==> config.mk <==
export PLATFORM = sky130hd
export DESIGN_NAME = ecc_nibble_io_flat
export DESIGN_NICKNAME = d
export VERILOG_FILES = /design/src/rtl/ecc_nibble_io_if.sv /design/src/rtl/ecc_nibble_io.sv /design/src/flat_wrapper.sv
export SDC_FILE = /design/constraint.sdc
export NUM_CORES = 1
export LEC_CHECK = 0
export BUFFER_PORTS_ARGS = -buffer_cell sky130_fd_sc_hd__buf_4
export CORE_AREA = 2 2 172 174
export CTS_CLUSTER_SIZE = 14
export DETAILED_ROUTE_END_ITERATION = 7
export DIE_AREA = 0 0 174 176
export PLACE_DENSITY_LB_ADDON = 0.05
export SYNTH_ARGS = -nofsm -noshare
export SYNTH_HDL_FRONTEND = slang
export SYNTH_SLANG_ARGS = --single-unit
==> constraint.sdc <==
create_clock -name clk -period 5.9 [get_ports clk]
set_input_delay 1.18 -clock clk [delete_from_list [all_inputs] [get_ports clk]]
set_output_delay 1.18 -clock clk [all_outputs]
set_load 0.05 [all_outputs]
==> src/rtl/ecc_nibble_io_if.sv <==
// Signal bundle of the nibble-serial ECC front end: pin-side handshake and the
// parallel operand/result bus toward the scalar-multiply core.
interface ecc_nibble_io_if #(
   parameter int WIDTH = 32,
   parameter int NW    = 4
);
   logic             i_start;
   logic [NW-1:0]    i_a, i_prime, i_k, i_px, i_py;
   logic             o_busy, o_done, o_err, o_out_valid;
   logic [NW-1:0]    o_kpx, o_kpy;
   logic             core_start;
   logic [WIDTH-1:0] core_a, core_prime, core_k, core_px, core_py;
   logic             core_done;
   logic [WIDTH-1:0] core_rx, core_ry;

   modport master (
      output i_start, i_a, i_prime, i_k, i_px, i_py,
      input  o_busy, o_done, o_err, o_out_valid, o_kpx, o_kpy,
      input  core_start, core_a, core_prime, core_k, core_px, core_py,
      output core_done, core_rx, core_ry
   );

   modport slave (
      input  i_start, i_a, i_prime, i_k, i_px, i_py,
      output o_busy, o_done, o_err, o_out_valid, o_kpx, o_kpy,
      output core_start, core_a, core_prime, core_k, core_px, core_py,
      input  core_done, core_rx, core_ry
   );
endinterface

==> src/rtl/ecc_nibble_io.sv <==
// Nibble-serial load of five operands, core launch with timeout, and nibble-serial
// return of the two result coordinates. An abort lands o_done/o_err on the TIMEOUT-th cycle after core_start.
module ecc_nibble_io #(
   parameter int WIDTH     = 32,
   parameter int NW        = 4,
   parameter int MSB_FIRST = 0,
   parameter int TIMEOUT   = 4096
) (
   input  logic           clk,
   input  logic           reset,
   ecc_nibble_io_if.slave bus
);
   localparam int BEATS = WIDTH / NW;
   localparam int CW    = (BEATS > 1) ? $clog2(BEATS) : 1;
   localparam int TW    = (TIMEOUT > 2) ? $clog2(TIMEOUT) : 1;
   localparam int IW    = (WIDTH > 1) ? $clog2(WIDTH) : 1;
   localparam logic [CW-1:0] LAST_BEAT = CW'(BEATS - 1);
   localparam logic [TW-1:0] WAIT_LAST = TW'((TIMEOUT > 0) ? TIMEOUT - 1 : 0);

   typedef enum logic [2:0] {
      S_IDLE  = 3'd0,
      S_LOAD  = 3'd1,
      S_RUN   = 3'd2,
      S_WAIT  = 3'd3,
      S_DONE  = 3'd4,
      S_SHIFT = 3'd5
   } state_t;

   state_t           state_r;
   logic [CW-1:0]    cnt_r;
   logic [TW-1:0]    wcnt_r;
   logic             busy_r, done_r, err_r, valid_r, start_r;
   logic [NW-1:0]    kpx_r, kpy_r;
   logic [WIDTH-1:0] a_r, prime_r, k_r, px_r, py_r, rx_r, ry_r;
   logic [IW-1:0]    ld_base_s;

   // Beat n sits at nibble n (LSB order) or nibble BEATS-1-n (MSB order), same for load and stream.
   function automatic logic [IW-1:0] beat_base(input logic [CW-1:0] beat);
      logic [CW-1:0] pos;
      pos = (MSB_FIRST != 0) ? (LAST_BEAT - beat) : beat;
      return IW'(pos * NW);
   endfunction

   // Bit position of the nibble being loaded this cycle.
   always_comb begin
      if (state_r == S_IDLE) begin
         ld_base_s = beat_base('0);
      end else begin
         ld_base_s = beat_base(cnt_r);
      end
   end

   // Control FSM with registered outputs, operand and result storage.
   always_ff @(posedge clk) begin
      if (reset) begin
         state_r <= S_IDLE;
         cnt_r   <= '0;
         wcnt_r  <= '0;
         busy_r  <= 1'b0;
         done_r  <= 1'b0;
         err_r   <= 1'b0;
         valid_r <= 1'b0;
         start_r <= 1'b0;
         kpx_r   <= '0;
         kpy_r   <= '0;
         a_r     <= '0;
         prime_r <= '0;
         k_r     <= '0;
         px_r    <= '0;
         py_r    <= '0;
         rx_r    <= '0;
         ry_r    <= '0;
      end else begin
         done_r  <= 1'b0;
         err_r   <= 1'b0;
         start_r <= 1'b0;
         case (state_r)
            S_IDLE: begin
               if (bus.i_start) begin
                  a_r[ld_base_s +: NW]     <= bus.i_a;
                  prime_r[ld_base_s +: NW] <= bus.i_prime;
                  k_r[ld_base_s +: NW]     <= bus.i_k;
                  px_r[ld_base_s +: NW]    <= bus.i_px;
                  py_r[ld_base_s +: NW]    <= bus.i_py;
                  busy_r <= 1'b1;
                  if (BEATS > 1) begin
                     cnt_r   <= CW'(1);
                     state_r <= S_LOAD;
                  end else begin
                     cnt_r   <= '0;
                     start_r <= 1'b1;
                     state_r <= S_RUN;
                  end
               end
            end
            S_LOAD: begin
               a_r[ld_base_s +: NW]     <= bus.i_a;
               prime_r[ld_base_s +: NW] <= bus.i_prime;
               k_r[ld_base_s +: NW]     <= bus.i_k;
               px_r[ld_base_s +: NW]    <= bus.i_px;
               py_r[ld_base_s +: NW]    <= bus.i_py;
               if (cnt_r == LAST_BEAT) begin
                  cnt_r   <= '0;
                  start_r <= 1'b1;
                  state_r <= S_RUN;
               end else begin
                  cnt_r <= cnt_r + CW'(1);
               end
            end
            S_RUN: begin
               wcnt_r  <= TW'(1);
               state_r <= S_WAIT;
            end
            S_WAIT: begin
               if (bus.core_done) begin
                  rx_r    <= bus.core_rx;
                  ry_r    <= bus.core_ry;
                  done_r  <= 1'b1;
                  state_r <= S_DONE;
               end else if ((TIMEOUT != 0) && (wcnt_r >= WAIT_LAST)) begin
                  done_r  <= 1'b1;
                  err_r   <= 1'b1;
                  state_r <= S_DONE;
               end else begin
                  wcnt_r <= wcnt_r + TW'(1);
               end
            end
            S_DONE: begin
               // err_r is still high here only on the abort path, which skips the stream.
               if (err_r) begin
                  busy_r  <= 1'b0;
                  state_r <= S_IDLE;
               end else begin
                  cnt_r   <= '0;
                  valid_r <= 1'b1;
                  kpx_r   <= rx_r[beat_base('0) +: NW];
                  kpy_r   <= ry_r[beat_base('0) +: NW];
                  state_r <= S_SHIFT;
               end
            end
            S_SHIFT: begin
               if (cnt_r == LAST_BEAT) begin
                  cnt_r   <= '0;
                  valid_r <= 1'b0;
                  kpx_r   <= '0;
                  kpy_r   <= '0;
                  busy_r  <= 1'b0;
                  state_r <= S_IDLE;
               end else begin
                  cnt_r <= cnt_r + CW'(1);
                  kpx_r <= rx_r[beat_base(cnt_r + CW'(1)) +: NW];
                  kpy_r <= ry_r[beat_base(cnt_r + CW'(1)) +: NW];
               end
            end
            default: begin
               state_r <= S_IDLE;
            end
         endcase
      end
   end

   assign bus.o_busy      = busy_r;
   assign bus.o_done      = done_r;
   assign bus.o_err       = err_r;
   assign bus.o_out_valid = valid_r;
   assign bus.o_kpx       = kpx_r;
   assign bus.o_kpy       = kpy_r;
   assign bus.core_start  = start_r;
   assign bus.core_a      = a_r;
   assign bus.core_prime  = prime_r;
   assign bus.core_k      = k_r;
   assign bus.core_px     = px_r;
   assign bus.core_py     = py_r;
endmodule
==> src/flat_wrapper.sv <==
// flat-port wrapper written by rule: the top's interface ports become plain ports
module ecc_nibble_io_flat 
#(
   parameter int WIDTH     = 32,
   parameter int NW        = 4,
   parameter int MSB_FIRST = 0,
   parameter int TIMEOUT   = 4096
)
  (clk, reset, bus_i_start, bus_i_a, bus_i_prime, bus_i_k, bus_i_px, bus_i_py, bus_o_busy, bus_o_done, bus_o_err, bus_o_out_valid, bus_o_kpx, bus_o_kpy, bus_core_start, bus_core_a, bus_core_prime, bus_core_k, bus_core_px, bus_core_py, bus_core_done, bus_core_rx, bus_core_ry);
  ecc_nibble_io_if #(.WIDTH(WIDTH), .NW(NW)) bus_i ();
  input  logic clk;
  input  logic reset;
  input wire logic [$bits(bus_i.i_start)-1:0] bus_i_start;
  input wire logic [$bits(bus_i.i_a)-1:0] bus_i_a;
  input wire logic [$bits(bus_i.i_prime)-1:0] bus_i_prime;
  input wire logic [$bits(bus_i.i_k)-1:0] bus_i_k;
  input wire logic [$bits(bus_i.i_px)-1:0] bus_i_px;
  input wire logic [$bits(bus_i.i_py)-1:0] bus_i_py;
  output wire logic [$bits(bus_i.o_busy)-1:0] bus_o_busy;
  output wire logic [$bits(bus_i.o_done)-1:0] bus_o_done;
  output wire logic [$bits(bus_i.o_err)-1:0] bus_o_err;
  output wire logic [$bits(bus_i.o_out_valid)-1:0] bus_o_out_valid;
  output wire logic [$bits(bus_i.o_kpx)-1:0] bus_o_kpx;
  output wire logic [$bits(bus_i.o_kpy)-1:0] bus_o_kpy;
  output wire logic [$bits(bus_i.core_start)-1:0] bus_core_start;
  output wire logic [$bits(bus_i.core_a)-1:0] bus_core_a;
  output wire logic [$bits(bus_i.core_prime)-1:0] bus_core_prime;
  output wire logic [$bits(bus_i.core_k)-1:0] bus_core_k;
  output wire logic [$bits(bus_i.core_px)-1:0] bus_core_px;
  output wire logic [$bits(bus_i.core_py)-1:0] bus_core_py;
  input wire logic [$bits(bus_i.core_done)-1:0] bus_core_done;
  input wire logic [$bits(bus_i.core_rx)-1:0] bus_core_rx;
  input wire logic [$bits(bus_i.core_ry)-1:0] bus_core_ry;
  assign bus_i.i_start = bus_i_start;
  assign bus_i.i_a = bus_i_a;
  assign bus_i.i_prime = bus_i_prime;
  assign bus_i.i_k = bus_i_k;
  assign bus_i.i_px = bus_i_px;
  assign bus_i.i_py = bus_i_py;
  assign bus_o_busy = bus_i.o_busy;
  assign bus_o_done = bus_i.o_done;
  assign bus_o_err = bus_i.o_err;
  assign bus_o_out_valid = bus_i.o_out_valid;
  assign bus_o_kpx = bus_i.o_kpx;
  assign bus_o_kpy = bus_i.o_kpy;
  assign bus_core_start = bus_i.core_start;
  assign bus_core_a = bus_i.core_a;
  assign bus_core_prime = bus_i.core_prime;
  assign bus_core_k = bus_i.core_k;
  assign bus_core_px = bus_i.core_px;
  assign bus_core_py = bus_i.core_py;
  assign bus_i.core_done = bus_core_done;
  assign bus_i.core_rx = bus_core_rx;
  assign bus_i.core_ry = bus_core_ry;
  ecc_nibble_io #(.WIDTH(WIDTH), .NW(NW), .MSB_FIRST(MSB_FIRST), .TIMEOUT(TIMEOUT)) u_core (.clk(clk), .reset(reset), .bus(bus_i));
endmodule
After elaboration in Yosys (flattened, before gate mapping)
Index checks and enable logic that the tools add are counted.

Input port bits: 88. Output and inout bits: 173. Flip-flop bits (word level): 255. Logic and storage cells: 107.

Bitwise gates (word level): 2. $lt $le $gt $ge: 1. Shift-type cells: 8. Eq/ne operators: 14. $add $sub $neg: 3. Multiplexer cells: 44. Reduce and logical (&&, ||, !) cells: 18.

Operators by type and width (number): case mux 32 bit (2 select lines) (5); bitwise mux 32 bit (5); 2-to-1 mux 32 bit (5); indexed part select 4 x 7 -> 32 bit (5); indexed part select 32 x 6 -> 4 bit (2); variable shift 4 x 7 -> 32 bit (first input constant) (1); 2-to-1 mux 12 bit (2); 2-to-1 mux 3 bit (8); case mux 12 bit (2 select lines) (1); case mux 3 bit (6 select lines) (1); 2-to-1 mux 4 bit (4); case mux 4 bit (2 select lines) (2); adder 12 x 1 -> 12 bit (second input constant) (1); greater-or-equal comparator 12 bit (second input constant) (1); equality test 3 bit (second input constant) (3); case mux 3 bit (3 select lines) (1); AND reduction 3 bit (3); inequality test 2 bit (second input constant) (4); AND reduction 4 bit (2); 2-to-1 mux 1 bit (7); negation 5 -> 7 bit (1); equality test 3 x 2 -> 1 bit (second input constant) (2); inequality test 2 x 1 -> 1 bit (second input constant) (3); AND reduction 2 bit (3); 12 further kinds (18).

Depth between registers and ports, before layout
Gate-level depths: netlist of the first run.

Word-level depth: 7. Depth in mapped cells: 10. Gate-level depth less buffers: 8.

Worst setup path after synthesis of the first run
OpenSTA, ideal clock, no wires.

Path kind: register to register. From: reg u_core.cnt_r[0]. To: reg u_core.a_r[0] (netlist: u_core.bus.core_a[0]). Setup slack: 3.005 ns. Cell stages (with the launch flop): 11. Data required time: 5.772 ns. Data arrival time: 2.767 ns. Setup time: 0.128 ns. Path buffers: 3. Period minus slack after synthesis: 2.895 ns. Cell sequence: dfxtp_1 buf_2 buf_1 nand2_1 ha_1 ha_1 or4b_1 a2111o_1 buf_6 mux2i_1 nor2_1.

Cells in the longest elaborated chain, start to end: 6. Elaborated cells between the ends (all ways): 7. Those cells by class: 1 x add/sub; 2 x shift; 4 x mux.

Ends and longest elaborated chain: start: declaration (RTL line ecc_nibble_io.sv:30) `logic [CW-1:0] cnt_r;`; start signal: assignment (RTL line ecc_nibble_io.sv:107) `cnt_r <= cnt_r + CW'(1);`; start signal: assignment (RTL line ecc_nibble_io.sv:150) `cnt_r <= cnt_r + CW'(1);`; 2-to-1 mux 5 bit * (RTL line ecc_nibble_io.sv:46) `if (state_r == S_IDLE) begin`; negation 5 -> 7 bit * (RTL line ecc_nibble_io.sv:80, ecc_nibble_io.sv:97); indexed part select 4 x 7 -> 32 bit / variable shift 4 x 7 -> 32 bit (equally long branches) (RTL line ecc_nibble_io.sv:80, ecc_nibble_io.sv:97); bitwise mux 32 bit * (RTL line ecc_nibble_io.sv:80, ecc_nibble_io.sv:97); 2-to-1 mux 32 bit (RTL line ecc_nibble_io.sv:79) `if (bus.i_start) begin`; case mux 32 bit (2 select lines) * (RTL line ecc_nibble_io.sv:77) `case (state_r)`; end signal: indexed assignment (RTL line ecc_nibble_io.sv:80) `a_r[ld_base_s +: NW] <= bus.i_a;`; end signal: indexed assignment (RTL line ecc_nibble_io.sv:97) `a_r[ld_base_s +: NW] <= bus.i_a;`; end: declaration (RTL line ecc_nibble_io.sv:34) `logic [WIDTH-1:0] a_r, prime_r, k_r, px_r, py_r, rx_r, ry_r;`.

Every way passes the cells marked *; elsewhere a longest branch is shown, timed or not. The select of a mux whose other input is x is not followed. A chain may end at the register's enable or synchronous reset.

Final worst setup path of the first run
From: reg u_core.state_r[0]. To: reg u_core.py_r[1] (netlist: u_core.bus.core_py[1]).

Cells in the longest elaborated chain, start to end: 7. Elaborated cells between the ends (all ways): 12. Those cells by class: 1 x add/sub; 2 x eq/ne; 2 x shift; 4 x mux; 3 x reduce/logical.

Ends and longest elaborated chain: start: declaration (RTL line ecc_nibble_io.sv:29) `state_t state_r;`; start signal: assignment (RTL line ecc_nibble_io.sv:56) `state_r <= S_IDLE;`; start signal: assignment (RTL line ecc_nibble_io.sv:88) `state_r <= S_LOAD;`; start signal: assignment (RTL line ecc_nibble_io.sv:92) `state_r <= S_RUN;`; logical NOT 3 bit (RTL line ecc_nibble_io.sv:46, ecc_nibble_io.sv:77); 2-to-1 mux 5 bit (RTL line ecc_nibble_io.sv:46); negation 5 -> 7 bit (RTL line ecc_nibble_io.sv:84, ecc_nibble_io.sv:101); indexed part select 4 x 7 -> 32 bit / variable shift 4 x 7 -> 32 bit (equally long branches) (RTL line ecc_nibble_io.sv:84, ecc_nibble_io.sv:101); bitwise mux 32 bit (RTL line ecc_nibble_io.sv:84, ecc_nibble_io.sv:101); 2-to-1 mux 32 bit (RTL line ecc_nibble_io.sv:79); case mux 32 bit (2 select lines) (RTL line ecc_nibble_io.sv:77); end signal: indexed assignment (RTL line ecc_nibble_io.sv:84) `py_r[ld_base_s +: NW] <= bus.i_py;`; end signal: indexed assignment (RTL line ecc_nibble_io.sv:101) `py_r[ld_base_s +: NW] <= bus.i_py;`; end: declaration (RTL line ecc_nibble_io.sv:34).

Parallel ways exist; a longest one is shown, timed or not. The select of a mux whose other input is x is not followed.

==> impl_results.md, run 1 <==
- Clock sink count: 255
- Reg2Reg Launch Point: u_core.state_r[0]
- Clk pin slew, worst setup/hold paths: 0.06 ns
- Critical path peak fanout: 21
- Routed length per instance: 16.9 um
- Worst setup SP type: flop
- Min cycle time layout: 3.56 ns
- Vias in the first global route: 8041
- Initial core utilization: 34.6%
- Worst Max-Slew Pin Slew: 1.16 ns
- Hold endpoint: u_core.ry_r[21]
- H-Tree Depth: 1
- Clock skew: 0.00604 ns
- #FFs+latches synth: 255
- Nets: 1439
- Reg-to-reg endpoint: u_core.bus.core_py[1]
- Synth area leader: dfxtp_1
- Yosys top cell area share: 51.6%
- Critical Path End Type: flop
- Sequential area share after synthesis: 51.6%
- Design area: 12900 um^2
- Total GRT Usage: 18.8%
- First-pass GRT wire length: 46000 um
- Root Buffer: clkbuf_16
- HPWL after DPL: 20300 um
- Fill cells: 2957
- Core box area: 28500 um^2
- Outcome: finished, final reports clean
- I/O Buffers: 260
- Largest net degree at the start of global routing: 111
- Post-synthesis cell type count: 48
- Post-Route WL: 29600 um
- R2r setup slk: 2.34 ns
- Area delta synth->final: 30.8%
- Final hold violations: 0
- Die boundary height: 176 um
- Cells after synthesis: 1145
- Synth async-reset ratio: 0%
- Drt drc: 0
- Post-Syn Area per Cell: 8.63 um^2
- Footprint of the multi-input gates: 4330 um^2
- Largest cells by area after synthesis: dfxtp_1 (52%), nand2_1 (12%), a21oi_1 (8.2%)
- F_max: 281 MHz
- Synth top cells by count: nand2_1 (315), dfxtp_1 (255), a21oi_1 (162), nor2_1 (92)
- Worst-skew pair later-pin latency: 0.53 ns
- CTS tree: built
- TritonRoute pass-1 iters: 5
- Synthesized Nets: 1239
- Initial antenna violation count: 0
- Die area: 30600 um^2
- CP required: 6.29 ns
- Final setup vio count: 0
- WS Path Type: flop to flop
- Pwr/cell area: 298 nW/um^2
- I/O pin total: 261
- Ant. Diodes: 0
- WP data arrival: 3.95 ns
- HP Start: u_core.ry_r[21]
- Hold depth: 2
- Hold_buf cts: 0
- Yosys warning total: 0
- Peak supply drop: 0.200 mV
- Routability cong.: 0.742
- HP Class: flop to flop
- Max cap viols: 0
- Row count: 62
- ANT nets after route: 0
- Max-slew violations: 0
- Worst r2r path cells: 8
- Dpl cell area: 12000 um^2
- Syn Std Cell Area: 9890 um^2
- Leak: 5.47 nW
- Post-route setup TNS: 0 ns
- Cell with the most instances after synthesis: nand2_1
- Post-synth EDFFs: 0
- Number of post-CTS setup repair buffers: 0
- Overflow left after global routing: 0
- Die outline width: 174 um
- Tcrit/Tclk final: 60.3%
- Cts repair resizes: 0
- Worst rel slew slack: 22.8%
- Post-synth top flop: dfxtp_1
- Unrepaired setup endpoints after global routing: false
- Layout cells sized above 1: 25.1%
- Number of vias per cell: 4.83
- 1st-iter DRT viols: 521
- Max Root-Sink Buffers: 3
- Inserted Clock Buffers: 28
- Sequential Area: 5100 um^2
- Vias after detailed routing: 8445
-- kinds of logic (layout without fill, tap and decap cells) --
group	count (synthesis)	count (layout)	synth area share, %
simple gates	476	476	20.2
flops	255	255	51.6
compound gates	196	196	10.7
buf+inv	113	334	4.64
mux	97	97	11.9
fa+ha+maj	6	6	0.759
xor+xnor	2	2	0.177
-- where the power goes --
group	switching [mW]	internal (mW)
clock	0.703	1.06
sequential	0.0159	1.75
combinational	0.216	0.118
-- registers in the layout, summed over array words and instances (netlist names), 12 cells and up --
signal and count:
u_core.bus.core_a 32, u_core.bus.core_k 32, u_core.bus.core_prime 32, u_core.bus.core_px 32, u_core.bus.core_py 32, u_core.rx_r 32, u_core.ry_r 32, u_core.wcnt_r 12
-- per-stage QoR --
stage	worst slack [ns]	hold WS, ns	util [%]	instances	total power [mW]
global placement	2.44	0.441	42.0	1698	2.14
finish	2.34	0.453	45.3	1750	3.86
detailed placement	2.35	0.446	42.0	1698	2.14
floorplan	3.01	0.433	-	1145	2.01
CTS	2.34	0.455	45.3	1749	3.91
global route	2.09	0.469	45.3	1750	4.00
-- layout make-up --
| cell class | count | area share, % |
|---|---|---|
| clock buffers | 39 | 6.37 |
| clock inverters | 12 | 0.880 |
| inverters | 13 | 0.377 |
| multi-input cells | 777 | 33.5 |
| flip-flops and latches | 255 | 39.5 |
| well taps | 384 | 3.72 |
| repair buffers | 270 | 15.7 |
-- worst max-delay path by stage --
stage                                           to  slack, ns  depth (start not counted)               from
after floorplan               u_core.bus.core_a[0]       3.01                         10    u_core.cnt_r[0]
after global placement        u_core.bus.core_k[1]       2.44                          8  u_core.state_r[0]
after detailed placement  u_core.bus.core_prime[1]       2.35                          8  u_core.state_r[0]
after CTS                     u_core.bus.core_k[2]       2.34                          8  u_core.state_r[0]
after global routing      u_core.bus.core_prime[1]       2.09                          8  u_core.state_r[0]
final                        u_core.bus.core_py[1]       2.34                          8  u_core.state_r[0]
-- critical path, cell delays in order (launching register included) --
cell	delay (ns)
dfxtp_1	0.77
or3_1	0.28
nand2_1	0.10
ha_1	0.23
ha_1	0.32
or4b_1	0.47
a2111o_1	0.85
mux2i_1	0.31
nor2_1	0.06
-- routing by layer --
layer  global-route usage, %  part of all wire [%]  vias up
li1                        -                     -     4239
met1                    25.9                    45     3943
met2                    29.7                    46      220
met3                    4.37                   6.8       43
met4                    4.59                   2.2        0
met5                       0                     0        -
-- cells in the final DEF, fill, tap and decap left out, types with 3 or more instances in the layout --
| cell | synthesis | layout |
|---|---|---|
| nand2_1 | 315 | 315 |
| mux4_2 | 16 | 16 |
| o21ai_0 | 13 | 13 |
| nand4_1 | 7 | 7 |
| or2_2 | 4 | 4 |
| nor2b_1 | 3 | 3 |
| or3_1 | 8 | 8 |
| mux2i_1 | 80 | 80 |
| and2_1 | 7 | 7 |
| clkbuf_1 | 80 | 4 |
| o221ai_1 | 8 | 8 |
| nand3_1 | 7 | 6 |
| dfxtp_1 | 255 | 255 |
| nor4_1 | 3 | 3 |
| clkbuf_8 | 0 | 7 |
| ha_1 | 6 | 6 |
| nor3b_1 | 4 | 4 |
| nor2_1 | 92 | 92 |
| clkbuf_16 | 0 | 29 |
| nor4b_1 | 8 | 8 |
| a21oi_1 | 162 | 162 |
| inv_1 | 13 | 13 |
| nor3_1 | 5 | 5 |
| clkinv_2 | 0 | 9 |
| buf_4 | 0 | 268 |
No activity file was read; power rests on OpenSTA's default activity.
==> run 2: changes to the inputs <==
- clock period: 5.9 -> 3.7 ns (I/O delays scaled with it)
==> run 2 against run 1 <==
Against the previous run: critical path depth grew 1; sequential power is 59% higher; setup slack worse by 1.5 ns; final cell count grew 0.34%; flip-flop and latch count stayed put; total power grew 58%; die area did not move; critical endpoint is now u_core.bus.core_a[1].
==> impl_results.md, run 2 (synthesized netlist as in run 1, its figures left out) <==
- Cts repair resizes: 0
- Unrepaired setup endpoints after global routing: false
- Ant. Diodes: 0
- Die outline width: 174 um
- F_max: 355 MHz
- Row count: 62
- Largest net degree at the start of global routing: 127
- Footprint of the multi-input gates: 4330 um^2
- Hold_buf cts: 0
- Max Root-Sink Buffers: 3
- Tcrit/Tclk final: 76.1%
- Post-Route WL: 29800 um
- I/O pin total: 261
- Reg-to-reg endpoint: u_core.bus.core_a[1]
- Post-route setup TNS: 0 ns
- Hold depth: 2
- HP Start: bus_core_done
- Total GRT Usage: 18.8%
- Initial antenna violation count: 0
- Overflow left after global routing: 0
- Worst r2r path cells: 9
- Peak supply drop: 0.312 mV
- Worst Max-Slew Pin Slew: 0.927 ns
- Vias after detailed routing: 8426
- Min cycle time layout: 2.82 ns
- Most frequent cells in the layout: nand2_1 (315), buf_4 (274), dfxtp_1 (255)
- I/O Buffers: 260
- Leak: 5.48 nW
- Inserted Clock Buffers: 29
- Drt drc: 0
- Fill cells: 2952
- H-Tree Depth: 1
- WS Path Type: flop to flop
- Pwr/cell area: 470 nW/um^2
- Critical Path End Type: flop
- Clock skew: 0.0119 ns
- Routability cong.: 0.744
- First-pass GRT wire length: 46100 um
- Worst rel slew slack: 38.2%
- CTS tree: built
- CP required: 4.10 ns
- Reg2Reg Launch Point: u_core.state_r[2]
- Die area: 30600 um^2
- Root Buffer: clkbuf_16
- Layout Cells excl Fill: 1756
- Worst-skew pair later-pin latency: 0.54 ns
- HP Class: input port to flop
- WP data arrival: 3.21 ns
- Post-Place Cells: 1705
- Die boundary height: 176 um
- Final setup vio count: 0
- Hold endpoint: u_core.bus.o_err
- Nets: 1446
- Number of post-CTS setup repair buffers: 0
- Routed length per instance: 17.0 um
- Utilization after layout: 45.4%
- R2r setup slk: 0.88 ns
- 1st-iter DRT viols: 463
- Max cap viols: 0
- Initial core utilization: 34.6%
- Core box area: 28500 um^2
- Vias in the first global route: 8029
- Sequential Area: 5100 um^2
- Clock sink count: 255
- HPWL after DPL: 20500 um
- Critical path peak fanout: 20
- Layout cells sized above 1: 25.1%
- Worst setup SP type: flop
- Outcome: finished, final reports clean
- TritonRoute pass-1 iters: 4
- Clk pin slew, worst setup/hold paths: 0.06 ns
- Leading cell type in the layout, fill and taps excluded: nand2_1
- Area delta synth->final: 31.0%
- Final hold violations: 0
- ANT nets after route: 0
- Number of vias per cell: 4.80
- Max-slew violations: 0
-- run 2: cell types whose count changed in the layout (fill, tap and decap cells not counted) --
cell | previous run | this run
buf_4 | 268 | 274
clkbuf_1 | 4 | 9
clkinv_2 | 9 | 5
buf_12 | 0 | 1
bufinv_16 | 2 | 1
clkbuf_2 | 1 | 0
clkbuf_8 | 7 | 6
clkinv_4 | 1 | 0
clkinvlp_4 | 0 | 1
inv_6 | 0 | 1
-- run 2: cell type report --
type,instances,area share [%]
timing repair buffer,276,16.1
clock inverter,8,0.551
sequential,255,39.4
tap,384,3.71
multi-input combinational,777,33.4
inverter,13,0.377
clock buffer,43,6.39
-- run 2: report_power, final --
part / leakage [nW] / switching [mW] / internal [mW]
combinational: 2.98 / 0.353 / 0.195
sequential: 2.06 / 0.0197 / 2.79
clock: 0.442 / 1.12 / 1.60
-- run 2: metrics by stage --
step           cell area, um^2  total power, mW  hold WS (ns)  worst slack [ns]
2_1_floorplan             9890             3.21         0.433             0.805
3_3_place_gp             12100             3.42         0.441             0.937
3_5_place_dp             12100             3.42         0.446             0.876
4_1_cts                  13000             6.17         0.372             0.862
5_1_grt                  13000             6.30         0.385             0.716
6_report                 13000             6.08         0.403             0.883
-- run 2: metal layers --
layer  up-vias  global-route usage, %  wire length [um]
li1       4239                      -                 -
met1      3937                   25.6             13900
met2       207                   29.6             13200
met3        43                   4.76              1970
met4         0                   5.08               749
met5         -                      0                 0
-- run 2: worst max-delay path, cell delays in order, from the launching register on --
cell      delay (ns)
dfxtp_1         0.30
or3_1           0.43
nand2_1         0.13
ha_1            0.16
ha_1            0.26
or4b_1          0.47
a2111o_1        0.40
buf_4           0.26
mux2i_1         0.19
nor2_1          0.06
-- run 2: how the worst max path moves through the flow --
stage                      start  slack [ns]  depth (start not counted)               endpoint
2_1_floorplan    u_core.cnt_r[0]        0.81                         10   u_core.bus.core_a[0]
3_3_place_gp   u_core.state_r[2]        0.94                          9  u_core.bus.core_px[0]
3_5_place_dp   u_core.state_r[2]        0.88                          9  u_core.bus.core_py[3]
4_1_cts        u_core.state_r[2]        0.86                          9   u_core.bus.core_a[1]
5_1_grt        u_core.state_r[2]        0.72                          9  u_core.bus.core_py[1]
6_report       u_core.state_r[2]        0.88                          9   u_core.bus.core_a[1]
